==> src/rtl/alu_pkg.sv <==
// ---------------------------------------------------------------------------
// alu_pkg -- shared definitions for the ALU sequencer.
//   op_e          : operation encodings presented on op_sel0/op_sel1/alu_op
//   state_e       : sequencer FSM states
//   DEF_*_CYCLES  : default EXEC-phase lengths for the multi-cycle operations
// ---------------------------------------------------------------------------
package alu_pkg;

  typedef enum logic [1:0] {
    OP_ADD = 2'b00,
    OP_SUB = 2'b01,
    OP_MUL = 2'b10,
    OP_DIV = 2'b11
  } op_e;

  typedef enum logic [1:0] {
    ST_IDLE = 2'b00,
    ST_LOAD = 2'b01,
    ST_EXEC = 2'b10,
    ST_DONE = 2'b11
  } state_e;

  localparam int DEF_MUL_CYCLES = 8;
  localparam int DEF_DIV_CYCLES = 8;

endpackage

==> src/rtl/alu_sequencer_if.sv <==
// ---------------------------------------------------------------------------
// alu_sequencer_if -- request/grant and ALU-control bundle of the sequencer.
//   req[1:0]      : per-requester level request
//   op_sel0/1     : requester 0/1 operation select
//   gnt[1:0]      : one-hot grant pulse
//   load_alu      : ALU load strobe
//   alu_op[1:0]   : operation presented to the ALU
//   alu_step      : ALU iterate enable
//   busy          : sequencer not idle
//   done/done_id  : completion pulse and requester index
//   err           : unsupported-operation flag (with done)
// Modports: master = requester/ALU side, slave = sequencer.
// ---------------------------------------------------------------------------
interface alu_sequencer_if;
  logic [1:0] req;
  logic [1:0] op_sel0;
  logic [1:0] op_sel1;
  logic [1:0] gnt;
  logic       load_alu;
  logic [1:0] alu_op;
  logic       alu_step;
  logic       busy;
  logic       done;
  logic       done_id;
  logic       err;

  modport master (
    output req, op_sel0, op_sel1,
    input  gnt, load_alu, alu_op, alu_step, busy, done, done_id, err
  );

  modport slave (
    input  req, op_sel0, op_sel1,
    output gnt, load_alu, alu_op, alu_step, busy, done, done_id, err
  );
endinterface

==> src/rtl/rr_arbiter2.sv <==
// ---------------------------------------------------------------------------
// rr_arbiter2 -- 2-way round-robin arbiter.
//   clk, rst_n    : clock, asynchronous active-low reset
//   i_req[1:0]    : request vector
//   i_advance     : the current grant is being taken; rotate priority
//   o_gnt[1:0]    : one-hot combinational grant (zero when no request)
// A lone request always wins; on contention the requester holding priority
// wins. After reset requester 0 holds priority.
// ---------------------------------------------------------------------------
module rr_arbiter2 (
  input  logic       clk,
  input  logic       rst_n,
  input  logic [1:0] i_req,
  input  logic       i_advance,
  output logic [1:0] o_gnt
);

  logic       r_prio;  // index of the requester that wins a tie
  logic [1:0] w_gnt;

  always_comb begin
    w_gnt = 2'b00;
    case (i_req)
      2'b01:   w_gnt = 2'b01;
      2'b10:   w_gnt = 2'b10;
      2'b11:   w_gnt = r_prio ? 2'b10 : 2'b01;
      default: w_gnt = 2'b00;
    endcase
  end

  // Priority passes to the requester that was not just served.
  always_ff @(posedge clk or negedge rst_n) begin
    if (!rst_n)
      r_prio <= 1'b0;
    else if (i_advance && (w_gnt != 2'b00))
      r_prio <= w_gnt[0];
  end

  assign o_gnt = w_gnt;

endmodule

==> src/rtl/alu_sequencer.sv <==
// ---------------------------------------------------------------------------
// alu_sequencer -- arbitrates two requesters and sequences one ALU operation
// at a time through IDLE -> LOAD -> EXEC -> DONE (Moore, registered outputs).
//   clk      : clock
//   reset_n  : asynchronous active-low reset
//   bus      : alu_sequencer_if.slave (req/op_sel in; gnt, load_alu, alu_op,
//              alu_step, busy, done, done_id, err out)
// Parameters: MUL_CYCLES, DIV_CYCLES (1..15) -- EXEC length for MUL/DIV.
// Build option: define ALU_DIV_EN to sequence DIV; otherwise a captured DIV
// completes immediately with err=1 and never touches the ALU.
// ---------------------------------------------------------------------------
module alu_sequencer
  import alu_pkg::*;
#(
  parameter int MUL_CYCLES = DEF_MUL_CYCLES,
  parameter int DIV_CYCLES = DEF_DIV_CYCLES
) (
  input logic             clk,
  input logic             reset_n,
  alu_sequencer_if.slave  bus
);

  state_e     r_state;
  logic [3:0] r_cnt;
  logic       r_id;
  op_e        r_alu_op;
  logic [1:0] r_gnt;
  logic       r_load;
  logic       r_step;
  logic       r_done;
  logic       r_done_id;
  logic       r_err;

  logic       w_start;
  logic [1:0] w_gnt;
  logic       w_id;
  op_e        w_op;
  logic       w_unsup;

  function automatic logic [3:0] exec_len(input op_e op);
    case (op)
      OP_MUL:  return 4'(MUL_CYCLES);
      OP_DIV:  return 4'(DIV_CYCLES);
      default: return 4'd1;
    endcase
  endfunction

  assign w_start = (r_state == ST_IDLE) && (bus.req != 2'b00);

  rr_arbiter2 u_arb (
    .clk       (clk),
    .rst_n     (reset_n),
    .i_req     (bus.req),
    .i_advance (w_start),
    .o_gnt     (w_gnt)
  );

  assign w_id = w_gnt[1];
  assign w_op = w_id ? op_e'(bus.op_sel1) : op_e'(bus.op_sel0);

`ifdef ALU_DIV_EN
  assign w_unsup = 1'b0;
`else
  assign w_unsup = (w_op == OP_DIV);
`endif

  always_ff @(posedge clk or negedge reset_n) begin
    if (!reset_n) begin
      r_state   <= ST_IDLE;
      r_cnt     <= 4'd0;
      r_id      <= 1'b0;
      r_alu_op  <= OP_ADD;
      r_gnt     <= 2'b00;
      r_load    <= 1'b0;
      r_step    <= 1'b0;
      r_done    <= 1'b0;
      r_done_id <= 1'b0;
      r_err     <= 1'b0;
    end else begin
      // single-cycle pulses default low
      r_gnt     <= 2'b00;
      r_load    <= 1'b0;
      r_done    <= 1'b0;
      r_done_id <= 1'b0;
      r_err     <= 1'b0;
      case (r_state)
        ST_IDLE: begin
          if (w_start) begin
            r_id     <= w_id;
            r_alu_op <= w_op;
            r_gnt    <= w_gnt;
            if (w_unsup) begin
              // rejected op: grant and completion share one cycle
              r_state   <= ST_DONE;
              r_done    <= 1'b1;
              r_done_id <= w_id;
              r_err     <= 1'b1;
            end else begin
              r_state <= ST_LOAD;
              r_load  <= 1'b1;
            end
          end
        end
        ST_LOAD: begin
          r_state <= ST_EXEC;
          r_cnt   <= exec_len(r_alu_op);
          r_step  <= 1'b1;
        end
        ST_EXEC: begin
          r_cnt <= r_cnt - 4'd1;
          if (r_cnt == 4'd1) begin
            r_state   <= ST_DONE;
            r_step    <= 1'b0;
            r_done    <= 1'b1;
            r_done_id <= r_id;
          end
        end
        ST_DONE: begin
          // always return to IDLE; no grant straight out of DONE
          r_state  <= ST_IDLE;
          r_alu_op <= OP_ADD;
        end
        default: r_state <= ST_IDLE;
      endcase
    end
  end

  assign bus.gnt      = r_gnt;
  assign bus.load_alu = r_load;
  assign bus.alu_op   = r_alu_op;
  assign bus.alu_step = r_step;
  assign bus.busy     = (r_state != ST_IDLE);
  assign bus.done     = r_done;
  assign bus.done_id  = r_done_id;
  assign bus.err      = r_err;

endmodule

==> src/flat_wrapper.sv <==
// flat-port wrapper written by rule: the top's interface ports become plain ports
module alu_sequencer_flat import alu_pkg::*;
#(
  parameter int MUL_CYCLES = DEF_MUL_CYCLES,
  parameter int DIV_CYCLES = DEF_DIV_CYCLES
)
  (clk, reset_n, bus_req, bus_op_sel0, bus_op_sel1, bus_gnt, bus_load_alu, bus_alu_op, bus_alu_step, bus_busy, bus_done, bus_done_id, bus_err);
  alu_sequencer_if bus_i ();
  input logic clk;
  input logic reset_n;
  input wire logic [$bits(bus_i.req)-1:0] bus_req;
  input wire logic [$bits(bus_i.op_sel0)-1:0] bus_op_sel0;
  input wire logic [$bits(bus_i.op_sel1)-1:0] bus_op_sel1;
  output wire logic [$bits(bus_i.gnt)-1:0] bus_gnt;
  output wire logic [$bits(bus_i.load_alu)-1:0] bus_load_alu;
  output wire logic [$bits(bus_i.alu_op)-1:0] bus_alu_op;
  output wire logic [$bits(bus_i.alu_step)-1:0] bus_alu_step;
  output wire logic [$bits(bus_i.busy)-1:0] bus_busy;
  output wire logic [$bits(bus_i.done)-1:0] bus_done;
  output wire logic [$bits(bus_i.done_id)-1:0] bus_done_id;
  output wire logic [$bits(bus_i.err)-1:0] bus_err;
  assign bus_i.req = bus_req;
  assign bus_i.op_sel0 = bus_op_sel0;
  assign bus_i.op_sel1 = bus_op_sel1;
  assign bus_gnt = bus_i.gnt;
  assign bus_load_alu = bus_i.load_alu;
  assign bus_alu_op = bus_i.alu_op;
  assign bus_alu_step = bus_i.alu_step;
  assign bus_busy = bus_i.busy;
  assign bus_done = bus_i.done;
  assign bus_done_id = bus_i.done_id;
  assign bus_err = bus_i.err;
  alu_sequencer #(.MUL_CYCLES(MUL_CYCLES), .DIV_CYCLES(DIV_CYCLES)) u_core (.clk(clk), .reset_n(reset_n), .bus(bus_i));
endmodule
==> config.mk <==
export PLATFORM = sky130hd
export DESIGN_NAME = alu_sequencer_flat
export DESIGN_NICKNAME = d
export VERILOG_FILES = /design/src/rtl/alu_pkg.sv /design/src/rtl/alu_sequencer_if.sv /design/src/rtl/rr_arbiter2.sv /design/src/rtl/alu_sequencer.sv /design/src/flat_wrapper.sv
export SDC_FILE = /design/constraint.sdc
export NUM_CORES = 1
export LEC_CHECK = 0
export CAP_MARGIN = 20
export CELL_PAD_IN_SITES_DETAIL_PLACEMENT = 0
export CELL_PAD_IN_SITES_GLOBAL_PLACEMENT = 1
export CORE_MARGIN = 2
export CORE_UTILIZATION = 34
export CTS_CLUSTER_DIAMETER = 100
export DETAILED_ROUTE_END_ITERATION = 8
export HOLD_SLACK_MARGIN = 0.06
export PLACE_DENSITY = 0.83
export SLEW_MARGIN = 25
export SYNTH_ARGS = -nofsm -noshare
export SYNTH_HDL_FRONTEND = slang
export SYNTH_SLANG_ARGS = --single-unit
==> constraint.sdc <==
create_clock -name clk -period 1.4 [get_ports clk]
set_input_delay 0.28 -clock clk [delete_from_list [all_inputs] [get_ports clk]]
set_output_delay 0.28 -clock clk [all_outputs]
set_load 0.005 [all_outputs]
Word-level counts from Yosys, hierarchy flattened
Cells that the tools add are included.
Operators by class
  add/subtract/negate cells: 1
  equal/unequal tests: 12
  multiplexer cells: 27
  reduce and logical (&&, ||, !) cells: 13
Operators by type and width (count)
  2-bit two-way mux: 8
  2-bit == test (second input constant): 7
  1-bit two-way mux: 11
  2-bit nonzero test: 5
  2-bit case mux with 4 select lines: 1
  4-bit case mux with 2 select lines: 1
  2-bit AND reduction: 4
  1-bit case mux with 2 select lines: 3
  2-bit case mux with 3 select lines: 1
  2-bit by 1-bit == test with 1-bit output (second input constant): 2
  4-bit by 1-bit == test with 1-bit output (second input constant): 1
  4-bit two-way mux: 1
  2-bit case mux with 2 select lines: 1
  4-bit by 1-bit subtractor with 4-bit output (second input constant): 1
  1-bit logical AND: 2
  2-bit logical NOT: 1
  2-bit by 1-bit != test with 1-bit output (second input constant): 1
  2-bit != test (second input constant): 1
  2-bit OR reduction: 1
Word-level totals
  register bits: 17
  input port bits: 8
  logic and storage cells: 64

Longest topological paths before layout
Gate-level depths: netlist of run 1.
  word-level depth: 7
  gate-level depth with buffers: 6
  depth with buffers taken out: 6

Hierarchy
A second synthesis of run 1 with hierarchy kept.
Unflattened totals
  cells, all modules: 87
  area, all modules: 889.6 um^2
By module, submodules not included
  alu_sequencer: times used 1, cells an instance 81, area each 834.6 um^2, seq. area each 400.4 um^2
  rr_arbiter2: times used 1, cells an instance 6, area each 55.1 um^2, seq. area each 25.0 um^2

Worst setup path after synthesis of run 1
Ideal clock, no wire load.
  path type: register to register
  start point: register u_core.r_state[0]
  end point: register u_core.r_step, in the netlist u_core.bus.alu_step
  data arrival time: 1177 ps
  required time: 1279 ps
  setup slack: 102 ps
  stages on the path, launching flop included: 6
  path buffers: 1
  path through: dfrtp_1 > inv_1 > ha_1 > clkbuf_1 > nand2_1 > a22o_1
Between the ends
  longest elaborated chain between the ends: 3
  elaborated cells on any way between the ends: 6
  classes of those cells: eq/ne (3); mux (1); reduce/logical (2)
RTL lines
  start, declared: line alu_sequencer.sv:23  | state_e r_state;
  start signal, assigned: line alu_sequencer.sv:69  | r_state <= ST_IDLE;
  start signal, assigned: line alu_sequencer.sv:94  | r_state <= ST_DONE;
  start signal, assigned: line alu_sequencer.sv:99  | r_state <= ST_LOAD;
  2-bit == test or 2-bit by 1-bit == test with 1-bit output (tied branches): line alu_sequencer.sv:86  | case (r_state)
  2-bit by 1-bit != test with 1-bit output (no source line) or 2-bit nonzero test (tied branches)
  2-bit AND reduction (no source line)
  end signal, assigned: line alu_sequencer.sv:75  | r_step <= 1'b0;
  end signal, assigned: line alu_sequencer.sv:107  | r_step <= 1'b1;
  end signal, assigned: line alu_sequencer.sv:113  | r_step <= 1'b0;
  end, declared: line alu_sequencer.sv:29  | logic r_step;
Parallel ways exist; a longest one is shown, timed or not.
A chain may end at the register's enable or synchronous reset.

Final worst setup path of run 1
  start point: register u_core.r_state[1]
  end point: output bus_busy
Between the ends
  longest elaborated chain between the ends: 1
RTL lines
  2-bit nonzero test: line alu_sequencer.sv:132  | assign bus.busy = (r_state != ST_IDLE);
  end, declared: line flat_wrapper.sv:18  | output wire logic [$bits(bus_i.busy)-1:0] bus_busy;
Every way passes these cells.

==> metrics list, run 1 <==
- Sequential cells were found to cover 48.99% of the synthesized design area.
* Max frequency: roughly 0.73 GHz
- Fraction of the mapped netlist area in compound gates: 20.89%
- In this run the power density over the cells is roughly 2100 nW/um^2.
* Dominant combinational cell family by area after synthesis: compound AO/OA/AOI/OAI gates
- After clock tree synthesis, the clock-pin slew on the worst setup and hold paths is 0.10 ns.
* Setup Skew: 0.004137 ns
* Synthesized Nets: 97
* Avg Vias per Cell: slightly below 5
- Total of buffers placed on input and output ports: 17
- Die Ht: 54.54 um
- Buffer depth of the longest clock path: 2
* Detailed Routing Iterations Pass 1: 4
* Outcome: complete, no violations
- The floorplan step defined a die boundary enclosing 2974 um^2.
- The number of pins exceeding their max-slew limit in the final report was 0.
- Total count of hold-check failures in the final report: 0
* Number of maximum-capacitance constraint violations: 0
* Area share of the leading cell type in the synthesized netlist: 48.99%
- The filler cells instantiated in the layout total ~230.
* TNS Setup: 0 ns
- Sequential Power Share: 29.0%
- The via count of the first global-routing pass is 719.
* Initial antenna violation count: 0
* Pin count of the biggest net entering global routing: 18
- Crit Path Max Fanout: 2
- Post-synth design cell area: 868.3 um^2
* DRT antenna net count: 0
- Multiplexer cells account for 5.187% of the synthesized area.
- The post-route netlist has 34.15% of its cells at a drive strength greater than 1.
- First-pass GRT wire length: 3174 um
* Cell count after placement: 144
- Leaving out filler cells and counting taps, the final layout contains ~150.
* Overall track demand over capacity in global routing: 15.21%
- Total half-perimeter wirelength after legalization and detailed placement: around 1400 um
* Post-synthesis sequential element count: 17
* Detailed Route WL: around 2000 um
- After Yosys synthesis, XOR and XNOR cells account for 0% of the synthesized area.
- Congestion Overflow GR: 0
* Cell types occupying the most area after synthesis: dfrtp_1, ha_1, o21ai_0
- Setup repair after global routing missed its margin: true
- Final min period: approximately 1.4 ns
- CTS tree: built
* Path type of the worst setup path: reg -> out
- The first routing iteration left 12 violations.
* Number of warnings issued by yosys: 0
* Core region area: 2455 um^2
* Type of the most critical hold path: in -> async
- Power share of the clock group: 9.8%
- After Yosys synthesis, full adders, half adders and majority gates account for ~7% of the synthesized area.
- Post-synthesis simple-gate area fraction: 11.96%
- Comb pwr share: 61.2%
- At the pin with the least slew margin, the transition time is 0.3364 ns.
* Leakage component of the power: 0.6445 nW
- After the last flow step, the layout net total stands at ~140.
- The tree built by TritonCTS fans out to 17 sinks.
- VDD sags by at most 1.366 mV.
* CTS Hold Bufs: 0
* Distinct cells, synth: 27
- CTS buffer count: 3
- Routability-driven placement finished with a final weighted congestion of 0.8212.
- Required time of the critical path: ~1.1 ns
* Critical Path Sink Type: output port
* Detailed-route via count: 747
- Net switching is a little under two fifths of the power.
- Internal portion of total power: 1.688 mW
- Top Ports: 18
- Worst rel slew slack: 77.49%
- Startpoint Class: register
- Source-to-sink clock delay at the later pin of the worst-skew pair: between 0.2 and 0.3 ns
- Cell count after synthesis: 84
* Routed length per placed instance: 13.08 um
- Dividing the synthesized area by the synthesized cell count gives roughly 10 um^2.
- Net switching component of the power: 1.047 mW
* Tcrit/Tclk final: a little over nine tenths
- From synthesis to final layout, the design area changed by 47.41%.
- The largest total area in the synthesized netlist belongs to dfrtp_1.
- CTS built an H-tree with a depth of 1.
* FP Rows: 18
- DRC: 0
- For this configuration, the core starts out at a cell density of between 30% and 40%.
* Die width: between 50 and 60 um
- Critical Path AT: 1.08 ns
* Root Buffer: clkbuf_4
- The repair_antennas step left the layout with diodes totalling 0.
- Final setup vio count: 0
==> cell families (layout without fill, tap and decap cells) <==
logic type,after synthesis,after routing
AO/OA/AOI/OAI,24,24
flip-flops,17,17
AND/OR/NAND/NOR,21,21
buffers and inverters,13,52
multiplexers,4,4
adder cells (fa/ha/maj),5,5
==> synthesized netlist by cell type, drive strengths merged <==
library cell   n
a21boi         1
a21o           1
a21oi          5
a22o           1
buf            1
clkbuf         2
dfrtp         17
ha             5
inv           10
mux2           1
mux2i          3
nand2          8
nand2b         1
nand3          3
nor2           6
nor3           1
nor3b          2
o2111ai        1
o21ai          9
o221ai         1
o22a           1
o22ai          1
o31ai          1
o32ai          2
==> repair_timing <==
| item | in CTS | in global routing |
|---|---|---|
| pin swaps | 0 | 2 |
| setup endpoints to repair | 8 | 10 |
| buffers inserted | 3 | 2 |
| resized for setup | 16 | 13 |
==> per-layer routing <==
layer / up-vias / track usage (%) / routed length, um
li1: 367 / - / -
met1: 368 / 19.52 / 913
met2: 10 / 25.30 / 1020
met3: 2 / 2.459 / 51
met4: 0 / 6.250 / 14
met5: - / 0 / 0
==> flip-flops by register name, indices dropped and copies added, names as in the netlist <==
signal,cells
u_core.bus.done_id,1
u_core.r_state,2
u_core.r_cnt,4
u_core.bus.alu_op,2
u_core.u_arb.r_prio,1
u_core.bus.gnt,2
u_core.bus.done,1
u_core.bus.load_alu,1
u_core.r_id,1
u_core.bus.alu_step,1
u_core.bus.err,1
==> per-stage QoR <==
step / worst slack, ns / hold WS, ns / power, mW / util [%] / cell area [um^2]
2_1_floorplan: 0.1021 / -0.01559 / 1.570 / - / 868.3
3_5_place_dp: -0.2346 / 0.4875 / 2.223 / 48.22 / 1184
4_1_cts: 0.002248 / 0.3099 / 2.569 / 50.31 / 1235
5_1_grt: -0.03244 / 0.3133 / 2.956 / 52.14 / 1280
6_report: 0.03530 / 0.3011 / 2.736 / 52.14 / 1280
3_3_place_gp: -0.1697 / 0.4628 / 2.165 / 48.22 / 1184
==> power groups by stage <==
stage | registers [mW] | logic, mW | clock network, mW
finish | 0.794 | 1.67 | 0.268
global route | 0.823 | 1.84 | 0.294
CTS | 0.787 | 1.52 | 0.265
detailed placement | 0.796 | 1.43 | 0
global placement | 0.783 | 1.38 | 0
floorplan | 0.797 | 0.773 | 0
==> worst max-delay path, stage by stage (launching register included) <==
cell	delay [ns]
dfrtp_1	0.40
inv_2	0.09
ha_4	0.16
inv_4	0.04
buf_6	0.10
==> placed cells by master (no fill, tap or decap), types with 2 or more instances in the layout <==
cell type        count
dlymetal6s2s_1       2
mux2i_1              3
ha_1                 3
buf_4               20
inv_1                4
dfrtp_1             17
a21oi_2              2
nand3_1              3
clkbuf_4             3
o21ai_0              5
nor2_1               6
nand2_1              8
a21oi_1              3
inv_2                5
buf_6                2
o21ai_1              3
o32ai_2              2
clkdlybuf4s50_1      7
dlygate4sd2_1        7
==> path summary, 6_finish.rpt <==
check	slack (ns)	end	startpoint	depth (start not counted)
worst max-delay path	0.04	bus_busy	u_core.r_state[1]$_DFFE_PN0P_	4
worst min-delay path	0.30	u_core.r_cnt[0]$_DFFE_PN0P_	reset_n	2
worst max register to register	0.04	u_core.r_cnt[3]$_DFFE_PN0P_	u_core.r_state[1]$_DFFE_PN0P_	7
worst min register to register	0.51	u_core.bus.alu_step$_DFFE_PN0P_	u_core.bus.alu_step$_DFFE_PN0P_	1
max in group asynchronous	0.91	u_core.bus.load_alu$_DFF_PN0_	reset_n	2
min in group clk	0.51	u_core.bus.alu_step$_DFFE_PN0P_	u_core.bus.alu_step$_DFFE_PN0P_	1
==> layout make-up <==
cell class	instances	area, um^2	share of cell area (%)
well taps	30	37.54	2.933
multi-input cells	54	421.7	32.94
clock buffers	4	26.28	2.053
flip-flops and latches	17	425.4	33.24
repair buffers	38	329.1	25.71
inverters	10	40.04	3.128
No activity file was read; power rests on OpenSTA's default activity.
==> inputs of run 2 (changes only) <==
Settings changed: PLACE_DENSITY 0.83 to 0.75, REMOVE_ABC_BUFFERS set to 1.
==> run 2 against run 1 <==
  * Non-clock buffer count fell by 2
  * Register-to-register slack gained 0.02 ns
  * Flip-flop and latch count is the same
  * Clock skew down 0.00064 ns
  * Clock power shrank 2%
  * Clock-buffer cell count is the same
  * Design area fell by 2.9%
  * Maximum frequency grew 1.2%
==> metrics list, run 2 (same netlist as run 1, synthesis figures left out) <==
- Most common library cell in the layout ignoring fill and taps: buf_4
* Setup repair after global routing missed its margin: true
* IR drop worst, VDD: 1.030 mV (-25%)
* Core region area: 2455 um^2 (unchanged)
* Largest delay contributor family on the critical path: flip-flops
* Overall track demand over capacity in global routing: 15.97% (+0.76 points)
- Sequential cell area: 425.4 um^2 (unchanged)
- DRC: 0 (unchanged)
* Worst Reg2Reg Path Length in Cells: 6 (-1)
- In this design, the critical path's most frequently occurring cell is buf_4.
- Pin count of the biggest net entering global routing: 18 (unchanged)
- The maximum clock frequency was 0.7412 GHz (+1.2%).
- The via count of the first global-routing pass was 754 (+4.9%).
- Crit Path Max Fanout: 8 (+6)
- The cell area power density came to 2043 nW/um^2 (-4.4%).
- Avg Vias per Cell: 4.914 (+0.65%)
- The final critical-path required period was 1.349 ns (-0.01563 ns).
- Number of cells in the finished layout apart from fillers: 151 (-1.3%)
* Die Ht: 54.54 um (unchanged)
* Cell type of the slowest stage on the worst timing path: dfrtp_1
* Leakage component of the power: 0.6082 nW (-5.6%)
- Path type of the worst setup path: reg -> reg
- Max FFs per register: 4 (unchanged)
- Relative to the synthesized area, the layout overhead comes to 43.08%.
- The top cell types in the final layout, fill and taps aside, are buf_4, dfrtp_1, dlygate4sd2_1.
- Source-to-sink clock delay at the later pin of the worst-skew pair: 0.28 ns (about the same)
- Top reg by flops: u_core.r_cnt
- Maximum single-stage delay on the critical path: 0.40 ns (about the same)
- Outcome: complete, no violations
- Slew of the pin with the lowest slew margin: 0.2808 ns (-0.05559 ns)
* Buffer depth of the longest clock path: 2 (unchanged)
- The first-pass iteration count of the detailed router is 4 (unchanged).
- The max-cap check violation count was 0 (unchanged).
- Clock sink count: 17 (unchanged)
- The clock buffer count from CTS was 3 (unchanged).
- The area of the die was 2974 um^2 (unchanged).
* Total half-perimeter wirelength after legalization and detailed placement: 1497 um (+3.7%)
- Placer congestion estimate: 0.7883 (-4.0%)
* Total count of hold-check failures in the final report: 0 (unchanged)
- The number of nets in the layout came to 135 (-1.5%).
- CTS Hold Bufs: 0 (unchanged)
- The die outline width came to 54.54 um (unchanged).
* Worst rel slew slack: 81.21% (+3.7 points)
- The arrival time reported for the critical path endpoint was 1.55 ns (+0.47 ns).
* Worst R2R Start: u_core.r_state[1]$_DFFE_PN0P_
* Type of the most critical hold path: in -> async
- The total number of H-tree levels came to 1 (unchanged).
- Reg2reg setup slack: 0.05 ns (+0.02 ns)
- Startpoint Class: register
* Final setup vio count: 0 (unchanged)
- The first-pass GRT wire length is 3291 um (+3.7%).
- The antenna violation net count after detailed routing is 0 (unchanged).
- Root Buffer: clkbuf_4
- Initial detailed-routing violation count: 8 (-4)
- Share of the core filled with cells: 50.61% (-1.5 points)
- The multi-input logic area is 415.4 um^2 (-1.5%).
* Initial core utilization: 35.37% (unchanged)
- Cell count after placement: 145 (+0.69%)
- Fill count: 225 (-2.6%)
* Critical Path Sink Type: register
* Congestion Overflow GR: 0 (unchanged)
- The number of antenna violations at the first check in global routing came to 0 (unchanged).
- Routed length per placed instance: 12.87 um (-1.6%)
- The pre-CTS worst setup slack was -0.2061 ns (+0.02850 ns).
- Fraction of final layout cells with drive strength greater than 1: 30.58% (-3.6 points)
* List of cells traversed by the critical path: inv_2, ha_4, buf_4, o21ai_1, buf_4, o32ai_2
- The clock transition at the registers of the reported paths came to 0.10 ns (about the same).
* Detailed Route WL: 1943 um (-2.9%)
- Setup Skew: 0.003499 ns (-0.0006376 ns)
- The post-route clock period utilization came to 96.36% (-1.1 points).
- The number of pins exceeding their max-slew limit in the final report was 0 (unchanged).
- The number of I/O port buffers was 17 (unchanged).
* Terminus of the critical flop-to-flop path: u_core.bus.alu_op[0]$_DFFE_PN0P_
- The sum of buffers and inverters on the critical path came to 3 (unchanged).
* FP Rows: 18 (unchanged)
* TNS Setup: 0 ns (unchanged)
- CTS tree: built
- The worst endpoint required time came to 1.60 ns (+0.48 ns).
* Top Ports: 18 (unchanged)
- Ant. Diodes: 0 (unchanged)
* Setup slack after layout: 0.05092 ns (+0.01563 ns)
* Detailed-route via count: 742 (-0.67%)
==> run 2: cell type report <==
cell class                      instances  share of cell area [%]
Sequential cell                        17                   34.24
Multi-Input combinational cell         54                   33.43
Timing Repair Buffer                   36                   24.17
Inverter                               10                   3.021
Tap cell                               30                   3.021
Clock buffer                            4                   2.115
==> run 2: power by group <==
part	switching, mW	internal (mW)	leakage (nW)
combinational	0.705	0.783	0.379
sequential	0.113	0.676	0.214
clock	0.152	0.111	0.0150
==> run 2: worst max path at each step <==
stage | from | endpoint | slack, ns | cells past startpoint
global route | u_core.r_state[0]$_DFFE_PN0P_ | u_core.r_cnt[3]$_DFFE_PN0P_ | -0.01 | 7
floorplan | u_core.r_state[0]$_DFFE_PN0P_ | u_core.bus.alu_op[0]$_DFFE_PN0P_ | 0.12 | 4
CTS | u_core.r_state[1]$_DFFE_PN0P_ | bus_busy | -0.05 | 4
detailed placement | bus_req[1] | u_core.bus.alu_op[1]$_DFFE_PN0P_ | -0.21 | 4
finish | u_core.r_state[1]$_DFFE_PN0P_ | u_core.bus.alu_op[0]$_DFFE_PN0P_ | 0.05 | 6
global placement | bus_req[1] | u_core.bus.alu_op[1]$_DFFE_PN0P_ | -0.16 | 4
==> run 2: per-stage QoR <==
stage | total power [mW] | hold WS (ns) | cell area, um^2
after floorplan | 1.559 | -0.01559 | 855.8
after global placement | 2.165 | 0.4653 | 1191
after detailed placement | 2.212 | 0.4810 | 1191
after CTS | 2.528 | 0.3149 | 1234
after global routing | 2.764 | 0.3225 | 1242
final | 2.539 | 0.3130 | 1242
==> run 2: layer usage <==
metal | up-vias | part of all wire [%] | routed length, um | global-route usage (%)
met5 | - | 0 | 0 | 0
met4 | 0 | 2.2 | 42 | 7.917
met3 | 4 | 3.6 | 69 | 2.732
met2 | 16 | 53 | 1026 | 28.11
met1 | 358 | 41 | 804 | 18.52
li1 | 364 | - | - | -
==> run 2: worst register-to-register path: cells and delay by family, from the launching register on <==
| kind | cells | cell delay [ns] |
|---|---|---|
| AO/OA/AOI/OAI | 2 | 0.32 |
| flip-flops | 1 | 0.40 |
| buffers and inverters | 3 | 0.40 |
| adder cells (fa/ha/maj) | 1 | 0.14 |
==> run 2: repair_timing <==
action                     CTS  global route
setup endpoints to repair   10             6
resized for setup           15             7
buffers inserted             2             0
pin swaps                    1             1
